### config.mk
export PLATFORM = sky130hd
export DESIGN_NAME = trainled_chain_ctrl
export DESIGN_NICKNAME = d
export VERILOG_FILES = /design/src/rtl/trainled_pkg.sv /design/src/rtl/trainled_chain_ctrl_bit_enc.sv /design/src/rtl/trainled_chain_ctrl.sv
export SDC_FILE = /design/constraint.sdc
export NUM_CORES = 1
export LEC_CHECK = 0
export BUFFER_PORTS_ARGS = -buffer_cell sky130_fd_sc_hd__buf_2
export CAP_MARGIN = 25
export CORE_MARGIN = 2
export CORE_UTILIZATION = 45
export DETAILED_ROUTE_END_ITERATION = 10
export GPL_TIMING_DRIVEN = 0
export PLACE_DENSITY = 0.66
export SYNTH_ARGS = -nofsm -noshare
export SYNTH_HDL_FRONTEND = slang
export SYNTH_SLANG_ARGS = --single-unit
### constraint.sdc
create_clock -name clk -period 2.2 [get_ports clk]
set_input_delay 0.44 -clock clk [delete_from_list [all_inputs] [get_ports clk]]
set_output_delay 0.44 -clock clk [all_outputs]
set_load 0.03 [all_outputs]
### src/rtl/trainled_pkg.sv
// trainled_pkg: shared types and default timing for the TrainLED2 chain
// controller.
//   state_t          frame FSM states
//   DEF_WORD_W       bits per node word (3 channels x 8 bits)
//   DEF_TBIT         clock cycles per encoded bit
//   DEF_T0H/DEF_T1H  high cycles for a '0' / '1' bit
//   DEF_TRES         latch gap length and LOAD underrun timeout
package trainled_pkg;

  localparam int unsigned DEF_WORD_W = 24;
  localparam int unsigned DEF_TBIT   = 16;
  localparam int unsigned DEF_T0H    = 4;
  localparam int unsigned DEF_T1H    = 12;
  localparam int unsigned DEF_TRES   = 256;

  typedef enum logic [2:0] {
    IDLE,
    ARB,
    LOAD,
    SHIFT,
    LATCH
  } state_t;

  // Counter width able to hold 0..n-1 (at least one bit).
  function automatic int unsigned cnt_width(input int unsigned n);
    return (n > 1) ? $clog2(n) : 1;
  endfunction

  function automatic int unsigned max_u(input int unsigned a, input int unsigned b);
    return (a > b) ? a : b;
  endfunction

endpackage

### src/rtl/trainled_chain_ctrl_bit_enc.sv
// trainled_bit_enc: pulse-width encoder for one TrainLED2 bit.
//   clk, rst  clock / asynchronous active-low reset
//   start     launch a bit; the waveform begins the following cycle
//   bit_val   value of the bit being launched (sampled with start)
//   pulse     high for T1H (bit=1) or T0H (bit=0) cycles of the TBIT-cycle slot
//   done      high in the last cycle of the slot; start may be asserted in the
//             same cycle to chain the next bit without a gap
module trainled_bit_enc
  import trainled_pkg::*;
#(
  parameter int unsigned TBIT = DEF_TBIT,
  parameter int unsigned T0H  = DEF_T0H,
  parameter int unsigned T1H  = DEF_T1H
) (
  input  logic clk,
  input  logic rst,
  input  logic start,
  input  logic bit_val,
  output logic pulse,
  output logic done
);

  localparam int unsigned CW = cnt_width(TBIT);

  logic [CW-1:0] cnt;
  logic          active;
  logic          bit_q;

  always_ff @(posedge clk or negedge rst) begin
    if (!rst) begin
      cnt    <= '0;
      active <= 1'b0;
      bit_q  <= 1'b0;
    end else if (start) begin
      cnt    <= '0;
      active <= 1'b1;
      bit_q  <= bit_val;
    end else if (active) begin
      if (cnt == CW'(TBIT - 1)) active <= 1'b0;
      else                      cnt    <= cnt + 1'b1;
    end
  end

  assign pulse = active && (cnt < (bit_q ? CW'(T1H) : CW'(T0H)));
  assign done  = active && (cnt == CW'(TBIT - 1));

endmodule

### src/rtl/trainled_chain_ctrl.sv
// trainled_chain_ctrl: frame scheduler for two TrainLED2 daisy chains sharing
// one serial bit encoder. Round-robin arbitration, 24-bit word fetch from a
// valid/ready host stream, MSB-first pulse-width encoding, latch gap.
//   clk, rst         clock / asynchronous active-low reset
//   req[1:0]         per-chain frame request (level)
//   grant[1:0]       one-hot encoder owner, 0 when idle
//   data, data_last  node word and end-of-frame flag, qualified by data_valid
//   data_ready       high in LOAD only
//   dout[1:0]        serial din lines; the non-granted line is always 0
//   busy             FSM not in IDLE
//   underrun         one-cycle pulse (first LATCH cycle) on a timed-out LOAD
//   frame_cnt        per-chain completed frame counters, only with
//                    TRAINLED_FRAME_CNT_EN defined
module trainled_chain_ctrl
  import trainled_pkg::*;
#(
  parameter int unsigned WORD_W = DEF_WORD_W,
  parameter int unsigned TBIT   = DEF_TBIT,
  parameter int unsigned T0H    = DEF_T0H,
  parameter int unsigned T1H    = DEF_T1H,
  parameter int unsigned TRES   = DEF_TRES
) (
  input  logic              clk,
  input  logic              rst,
  input  logic [1:0]        req,
  output logic [1:0]        grant,
  input  logic [WORD_W-1:0] data,
  input  logic              data_valid,
  output logic              data_ready,
  input  logic              data_last,
  output logic [1:0]        dout,
  output logic              busy,
  output logic              underrun
`ifdef TRAINLED_FRAME_CNT_EN
  ,
  output logic [1:0][15:0]  frame_cnt
`endif
);

  localparam int unsigned TMR_W = cnt_width(max_u(TBIT, TRES));
  localparam int unsigned BIX_W = cnt_width(WORD_W);

  state_t            state, state_nxt;
  logic [1:0]        req_q;
  logic              last_srv;
  logic [WORD_W-1:0] word_q;
  logic              last_q;
  logic [BIX_W-1:0]  bit_idx;
  logic [TMR_W-1:0]  tmr;
  logic              underrun_q;

  logic winner, hs, load_timeout, latch_done, last_bit, bit_adv;
  logic enc_start, enc_bit, enc_pulse, enc_done;

  always_comb begin
    winner = 1'b0;
    case (req_q)
      2'b10:   winner = 1'b1;
      2'b11:   winner = ~last_srv;
      default: winner = 1'b0;
    endcase
  end

  assign hs           = (state == LOAD) && data_valid;
  assign load_timeout = (state == LOAD) && !data_valid && (tmr == TMR_W'(TRES - 1));
  assign latch_done   = (state == LATCH) && (tmr == TMR_W'(TRES - 1));
  assign last_bit     = (bit_idx == BIX_W'(WORD_W - 1));
  assign bit_adv      = (state == SHIFT) && enc_done && !last_bit;

  // word_q holds the not-yet-launched bits left-aligned: the MSB goes straight
  // from data to the encoder on the handshake, so the stored copy is pre-shifted.
  assign enc_start = hs || bit_adv;
  assign enc_bit   = hs ? data[WORD_W-1] : word_q[WORD_W-1];

  always_comb begin
    state_nxt = state;
    case (state)
      IDLE:  if (req != 2'b00) state_nxt = ARB;
      ARB:   state_nxt = LOAD;
      LOAD:  if (hs) state_nxt = SHIFT;
             else if (load_timeout) state_nxt = LATCH;
      SHIFT: if (enc_done && last_bit) state_nxt = last_q ? LATCH : LOAD;
      LATCH: if (latch_done) state_nxt = IDLE;
      default: state_nxt = IDLE;
    endcase
  end

  always_ff @(posedge clk or negedge rst) begin
    if (!rst) begin
      state      <= IDLE;
      req_q      <= '0;
      last_srv   <= 1'b1;
      grant      <= '0;
      word_q     <= '0;
      last_q     <= 1'b0;
      bit_idx    <= '0;
      tmr        <= '0;
      underrun_q <= 1'b0;
    end else begin
      state      <= state_nxt;
      underrun_q <= load_timeout;
      if (state == IDLE) req_q <= req;
      if (state == ARB) begin
        grant    <= winner ? 2'b10 : 2'b01;
        last_srv <= winner;
      end else if (latch_done) begin
        grant <= '0;
      end
      // Shared timer: LOAD underrun and LATCH gap, restarted on every state change.
      if (state != state_nxt)                     tmr <= '0;
      else if (state == LOAD || state == LATCH)   tmr <= tmr + 1'b1;
      if (hs) begin
        word_q  <= {data[WORD_W-2:0], 1'b0};
        last_q  <= data_last;
        bit_idx <= '0;
      end else if (bit_adv) begin
        word_q  <= {word_q[WORD_W-2:0], 1'b0};
        bit_idx <= bit_idx + 1'b1;
      end
    end
  end

  trainled_bit_enc #(
    .TBIT (TBIT),
    .T0H  (T0H),
    .T1H  (T1H)
  ) u_bit_enc (
    .clk     (clk),
    .rst     (rst),
    .start   (enc_start),
    .bit_val (enc_bit),
    .pulse   (enc_pulse),
    .done    (enc_done)
  );

  assign dout       = grant & {2{enc_pulse}};
  assign data_ready = (state == LOAD);
  assign busy       = (state != IDLE);
  assign underrun   = underrun_q;

`ifdef TRAINLED_FRAME_CNT_EN
  logic            aborted;
  logic [1:0][15:0] frame_cnt_q;

  always_ff @(posedge clk or negedge rst) begin
    if (!rst) begin
      aborted     <= 1'b0;
      frame_cnt_q <= '0;
    end else begin
      if (state == ARB)       aborted <= 1'b0;
      else if (load_timeout)  aborted <= 1'b1;
      if (latch_done && !aborted)
        frame_cnt_q[last_srv] <= frame_cnt_q[last_srv] + 16'd1;
    end
  end

  assign frame_cnt = frame_cnt_q;
`endif

endmodule

After elaboration in Yosys (flattened, before gate mapping)
Cells that the tools add are included.

Reductions and logical operators: 21. Magnitude comparators: 1. Multiplexer cells: 25. Add/subtract/negate cells: 3. Bitwise operators: 2. Equal/unequal tests: 11.

Operators by type and width (number): $mux 24 (2); $mux 3 (6); $mux 4 (4); $mux 8 (2); $pmux 3 s5 (1); $mux 5 (2); $reduce_bool 2->1 (5); $logic_and 1x1->1 (9); $add 8x1->8 const B (1); $eq 8x8->1 const B (1); $eq 3x2->1 const B (2); $mux 2 (3); $add 5x1->5 const B (1); $eq 5x5->1 const B (1); $add 4x1->4 const B (1); $eq 2x2->1 const B (2); $eq 4x4->1 const B (1); $lt 4x4->1 (1); $mux 1 (4); $eq 3x1->1 const B (1); $eq 3x3->1 const B (1); $logic_not 3->1 (1); $ne 3x3->1 (1); $reduce_bool 3->1 (1); other kinds (7) (9).

Register bits after elaboration: 53. Bits of input ports: 30.

Logic depth before layout (Yosys ltp)
Gate-level depths: netlist (run 1).

Depth in word-level cells: 8. Gate-level depth with buffers: 7. Gate-level depth less buffers: 5.

Cells and area by module
From an unflattened synthesis (run 1), not the netlist that was laid out.

Cell total of the unflattened synthesis: 254. Area, all modules: 2663.8 um^2.

By module, submodules not included: trainled_chain_ctrl (cells each 225, instances 1, area an instance 2337.2 um^2); trainled_bit_enc (cells each 29, instances 1, area an instance 326.6 um^2).

Worst setup path after synthesis (run 1)
Ideal clock, no wire load.

Kind: flip-flop to flip-flop. Start: register bit_idx[0]. End: register word_q[8]. Path buffers: 2. Required time: 2.080 ns. Setup slack: 0.469 ns. Period minus slack after synthesis: 1.731 ns. Arrival: 1.610 ns. Stages on the path, launching flop included: 8. Cell sequence: dfrtp_1 -> ha_1 -> and4b_4 -> nor3_2 -> buf_6 -> buf_12 -> mux2i_1 -> o21ai_2.

Longest elaborated chain between the ends: 4.

Ends and longest elaborated chain: start: declaration (RTL line trainled_chain_ctrl.sv:48) `logic [BIX_W-1:0] bit_idx;`; start signal: assignment (RTL line trainled_chain_ctrl.sv:118) `bit_idx <= bit_idx + 1'b1;`; $eq 5x5->1 (RTL line trainled_chain_ctrl.sv:67) `assign last_bit = (bit_idx == BIX_W'(WORD_W - 1));`; $logic_not 1->1 (RTL line trainled_chain_ctrl.sv:68) `assign bit_adv = (state == SHIFT) && enc_done && !last_bit;`; $logic_and 1x1->1 (RTL line trainled_chain_ctrl.sv:68); $reduce_bool 2->1 (no line); end signal: assignment (RTL line trainled_chain_ctrl.sv:113) `word_q <= {data[WORD_W-2:0], 1'b0};`; end signal: assignment (RTL line trainled_chain_ctrl.sv:117) `word_q <= {word_q[WORD_W-2:0], 1'b0};`; end: declaration (RTL line trainled_chain_ctrl.sv:46) `logic [WORD_W-1:0] word_q;`.

No other way between the ends. A chain may end at the register's enable or synchronous reset.

Final worst setup path (run 1)
Start: register u_bit_enc.cnt[3]. End: output port dout[1].

Longest elaborated chain between the ends: 3.

Ends and longest elaborated chain: start: declaration (RTL line trainled_chain_ctrl_bit_enc.sv:25) `logic [CW-1:0] cnt;`; start signal: assignment (RTL line trainled_chain_ctrl_bit_enc.sv:40) `else cnt <= cnt + 1'b1;`; $lt 4x4->1 (RTL line trainled_chain_ctrl_bit_enc.sv:44) `assign pulse = active && (cnt < (bit_q ? CW'(T1H) : CW'(T0H)));`; $logic_and 1x1->1 (RTL line trainled_chain_ctrl_bit_enc.sv:44); $and 2x2->2 (RTL line trainled_chain_ctrl.sv:136) `assign dout = grant & {2{enc_pulse}};`; end: declaration (RTL line trainled_chain_ctrl.sv:31) `output logic [1:0] dout,`.

No other way between the ends.

==> results of run 1 <==
## worst max-delay path by stage
stage | startpoint | end | slack [ps] | cells after the start
global route | u_bit_enc.cnt[3] | dout[0] | 40 | 4
floorplan | bit_idx[0] | word_q[8] | 470 | 7
detailed placement | bit_idx[0] | word_q[8] | 320 | 7
finish | u_bit_enc.cnt[3] | dout[1] | 150 | 4
global placement | bit_idx[0] | word_q[22] | 360 | 7
CTS | u_bit_enc.cnt[3] | dout[1] | 60 | 4
## per-stage QoR
step	power, mW	hold WS (ps)	std cells	worst slack (ps)
floorplan	2.63	144	261	469
global placement	2.96	493	372	364
detailed placement	3.02	362	373	322
CTS	3.57	23.6	381	63.7
global route	3.83	32.6	381	42.4
finish	3.54	23.4	381	148
## power groups by stage
stage	combinational, mW	clock [mW]	sequential (mW)
after floorplan	1.10	0	1.53
after global placement	1.42	0	1.55
after detailed placement	1.46	0	1.56
after CTS	1.46	0.570	1.54
after global routing	1.64	0.609	1.59
final	1.46	0.546	1.54
## critical path, stage by stage, from the launching register on
cell and delay, ps:
dfrtp_1 440, ha_1 300, a211oi_2 230, and2_1 150
buf_2 190
## logic make-up (layout without fill, tap and decap cells)
logic type,count (synthesis),count (layout),synth area share
xor gates and xnor gates,13,13,0.0484
DFF,52,52,0.476
buffers and inverters,16,61,0.0443
muxes,28,28,0.104
adders and majority gates,4,4,0.0183
AOI/OAI and AO/OA,45,45,0.0978
and+or+nand+nor,103,103,0.212
## cell usage in the layout (no fill, tap or decap), types with 4 or more instances in the layout
master    Yosys  final
xnor2_1      10     10
nor3_1       10     10
buf_2         5     41
ha_1          4      4
o21ai_0       7      7
dfrtp_1      51     51
nor2_1       14     14
nand2_1      34     34
a31oi_1       4      4
o21ai_1      18     18
mux2i_1      25     25
a21oi_1       7      7
nand3_1      11     11
clkbuf_8      0      5
nand2b_1      5      5
## flip-flops by register name, indices dropped and copies added, names as in the netlist, 2 cells and up
register       count
u_bit_enc.cnt      4
state              3
req_q              2
word_q            23
tmr                8
grant              2
bit_idx            5
## area by class of cell
cell class              count  area (um^2)  area share
clock inverters             3         23.8     0.00759
inverters                   2         7.51     0.00240
plain buffers              14          114      0.0364
flip-flops and latches     52         1300       0.416
multi-input cells         193         1320       0.422
clock buffers               5         68.8      0.0220
repair buffers             37          200      0.0639
well taps                  75         93.8      0.0300
## routing by layer
layer | vias up | global-route usage
li1 | 1015 | -
met1 | 971 | 0.230
met2 | 47 | 0.278
met3 | 2 | 0.0341
met4 | 0 | 0.0450
met5 | - | 0
==> impl_metrics.yaml, run 1 <==
outcome:
  status: "finished, final reports clean"
layout:
  fin_nets: 339
  drive_above_1_share: 0.248
  n_antenna_cell: 0
  final_area_um2: 3130
  final_util: 0.532
  filler_cell_count: 548
  area_growth_pct: 14.3
die:
  io_pins: 37
  initial_core_util: 0.465
  rows: 28
  die_h_um: 82.0
  floorplan.die_area_um2: 6730
  coreArea_um2: 5890
  die_w_um: 82.0
timing:
  hold_viol_final: 0
  fin_crit_ps: 2050
  setup-violations-final: 0
  worst_pin_slew_ps: 598
  final.setup.tns_ps: 0
  fmax_mhz: 487
  fin_crit_sh: 0.933
  final-max-slew-violation-count: 0
  maxSlewHeadroom: 0.600
  fin_worst_skew_ps: 6.14
  rsz0062_at_grt: "false"
power:
  clkPwrFrac: 0.154
  ir_drop_mv: 0.686
  p_leak_nw: 1.29
  p_int_mw: 2.13
  pwr_density_cell_nw_per_um2: 1130
  p_comb_frac: 0.411
  p_sw_frac: 0.397
  p_sw_mw: 1.41
  p_seq_frac: 0.434
grt:
  overflow: 0
  grt_max_degree: 41
  track_usage: 0.170
  first_global_vias: 1933
  antenna_found_initial: 0
  grt_pass1_wl_mm: 8.85
yosys:
  synthesis.nets: 295
  synthesis.area_um2: 2740
  ys.flop_type: "dfrtp_1"
  synthTopCellsByArea: "dfrtp_1 (47%), mux2i_1 (9.1%), nand2_1 (4.7%), o21ai_1 (3.3%), xnor2_1 (3.2%)"
  seq_area_frac_synth: 0.476
  synth_top_cell_area_share: 0.466
  synth_commonest_cells: "dfrtp_1 (51), nand2_1 (34), mux2i_1 (25)"
  synth_top_area_cell: "dfrtp_1"
  synth.distinct_cells: 49
  postSynth.asyncResetShare: 1.00
  syn_inst: 261
  yosys.cell_count.top_type: "dfrtp_1"
  yosys_warnings: 0
  synth_edf_count: 0
  syn_avg_cell_area_um2: 10.5
  synth_seq_cells: 52
routing:
  route.met2.wl_mm: 2.51
  first_pass_iters: 4
  post_drt_wl_per_cell_um: 13.8
  drtIter0Drc: 36
  top_layer_used: "met4"
  wirelength_mm: 5.26
  ant_nets: 0
  via_per_inst: 5.34
  dr_wl_met3_um: 229
  drc: 0
  vias: 2035
  met1Wirelength_mm: 2.51
run:
  maxCapViolCount: 0
clock_tree:
  ctsResizeCount: 0
  hold_buffers: 0
  numCtsBuffers: 5
  h-tree-depth: 2
  cts_tree: "built"
  postCtsSetupBuffers: 0
  cts.clk_slew.worst_paths_ps: 90
  clock_path_buffers: 2
  clock-sinks: 52
  clk_latency_ps: 300
  root_buffer: "clkbuf_8"
setup_path:
  worstSetupPathType: "flip-flop to primary output"
  r2r-start: "bit_idx[0]"
  cp.arrival_ps: 1610
  critical_path.reg2reg.endpoint: "word_q[14]"
  rr_worst_depth: 7
  cp_max_fo: 6
  startpoint_type: "flip-flop"
  critical_path.endpoint_type: "primary output"
  worstPathRequired_ps: 1760
  r2r_slack_ps: 320
worst_hold_path:
  hold_path_class: "input pin to asynchronous set/reset pin"
place:
  placed_area_um2: 3030
  place.gp.congestion: 0.778
  portBuffers: 36
  hpwl_mm: 3.83
No activity file was read; power rests on OpenSTA's default activity.
==> run 2: changes to the inputs <==
--- a/config.mk
+++ b/config.mk
@@ -11,6 +11,7 @@
 export CORE_UTILIZATION = 45
 export DETAILED_ROUTE_END_ITERATION = 10
 export GPL_TIMING_DRIVEN = 0
+export MAX_ROUTING_LAYER = met4
 export PLACE_DENSITY = 0.66
 export SYNTH_ARGS = -nofsm -noshare
 export SYNTH_HDL_FRONTEND = slang
==> impl_metrics.yaml, run 2 (synthesis results as in run 1) <==
routing:
  ant_nets: 0
  via_per_inst: 5.38
  post_drt_wl_per_cell_um: 13.8
  vias: 2049
  first_pass_iters: 4
  wirelength_mm: 5.25
  drtIter0Drc: 48
  drc: 0
power:
  p_comb_frac: 0.411
  ir_drop_mv: 0.690
  p_sw_frac: 0.398
  p_sw_mw: 1.41
  p_leak_nw: 1.29
  pwr_density_cell_nw_per_um2: 1130
  p_seq_frac: 0.434
  clkPwrFrac: 0.155
  p_int_mw: 2.13
die:
  die_w_um: 82.0
  initial_core_util: 0.465
  coreArea_um2: 5890
  die_h_um: 82.0
  floorplan.die_area_um2: 6730
  io_pins: 37
  rows: 28
clock_tree:
  numCtsBuffers: 5
  cts.clk_slew.worst_paths_ps: 100
  clock_path_buffers: 2
  cts_tree: "built"
  h-tree-depth: 2
  root_buffer: "clkbuf_8"
  clk_latency_ps: 300
  clock-sinks: 52
place:
  placed_area_um2: 3030
  hpwl_mm: 3.83
  portBuffers: 36
  post-place-ws_ps: 322
  place.gp.congestion: 0.789
layout:
  area_growth_pct: 14.3
  multi_input_area_um2: 1320
  filler_cell_count: 548
  final_area_um2: 3130
  largest_register_ffs: 23
  final_common_cell: "dfrtp_1"
  drive_above_1_share: 0.248
  fin_nets: 339
  top_register: "word_q"
  ff_latch_area_um2: 1300
  reg_top3: "word_q x23, tmr x8, bit_idx x5"
  n_antenna_cell: 0
  layout_common_cells: "dfrtp_1 (51), buf_2 (41), nand2_1 (34), mux2i_1 (25), o21ai_1 (18)"
timing:
  fin_worst_skew_ps: 5.22
  hold_ws_ps: 20.6
  final.setup.tns_ps: 0
  rsz0062_at_grt: "false"
  fin_crit_ps: 2050
  fmax_mhz: 487
  final-max-slew-violation-count: 0
  fin_crit_sh: 0.933
  setup-violations-final: 0
  worst_pin_slew_ps: 597
  maxSlewHeadroom: 0.600
  hold_viol_final: 0
  fin_ws_ps: 147
setup_path:
  startpoint_type: "flip-flop"
  cp_max_fo: 6
  critical_path.endpoint_type: "primary output"
  crit_start: "u_bit_enc.cnt[3]"
  cp.arrival_ps: 1610
  worstSetupPathType: "flip-flop to primary output"
  r2r-start: "bit_idx[0]"
  worstPathRequired_ps: 1760
outcome:
  status: "finished, final reports clean"
grt:
  track_usage: 0.175
  first_global_vias: 1937
  grt_use_met2: 0.277
  grt-busiest-layer: "met2"
  grt_max_degree: 41
  use_met1: 0.231
  use_met3: 0.0341
  overflow: 0
  grt_pass1_wl_mm: 8.86
  antenna_found_initial: 0
worst_hold_path:
  hold_path_class: "input pin to asynchronous set/reset pin"
run:
  maxCapViolCount: 0
## run 2: cell counts in the layout (fill, tap and decap cells not counted)
No cell type changed its count.
## run 2: per-stage QoR
stage | power (mW) | instances | utilization
2_1_floorplan | 2.63 | 261 | -
3_3_place_gp | 2.96 | 372 | 0.512
3_5_place_dp | 3.02 | 373 | 0.515
4_1_cts | 3.57 | 381 | 0.531
5_1_grt | 3.83 | 381 | 0.532
6_report | 3.55 | 381 | 0.532
## run 2: cell type report
type	count	share of cell area
buffer	14	0.0364
clock buffer	5	0.0220
clock inverter	3	0.00759
inverter	2	0.00240
multi-input combinational	193	0.422
sequential	52	0.416
tap	75	0.0300
timing repair buffer	37	0.0639
## run 2: worst paths after layout
check                                   endpoint  slack, ps  depth (start not counted)
min in group clk                       word_q[8]        330                          3
max in group asynchronous              word_q[6]       1670                          2
worst min register to register          req_q[0]        520                          1
worst max-delay path                     dout[1]        150                          4
worst min-delay path            u_bit_enc.cnt[3]         20                          1
worst max register to register        word_q[14]        320                          7
## run 2: worst max-delay path, cell delays in order (launching register included)
cell,delay (ps)
dfrtp_1,440
ha_1,300
a211oi_2,230
and2_1,150
buf_2,190
## run 2: repair_timing
action,in CTS,in global routing
gates resized for setup,0,1
setup endpoints to repair,0,2
setup buffers,0,0
hold buffers,0,0
## run 2: power groups by stage
stage	registers, mW	logic (mW)	clock network [mW]
after floorplan	1.53	1.10	0
after global placement	1.55	1.42	0
after detailed placement	1.56	1.46	0
after CTS	1.54	1.46	0.570
after global routing	1.59	1.64	0.609
final	1.54	1.46	0.550
## run 2: layer usage
layer / routed length, um / vias up
li1: - / 1016
met1: 2490 / 985
met2: 2470 / 43
met3: 234 / 5
met4: 53 / 0
met5: 0 / -
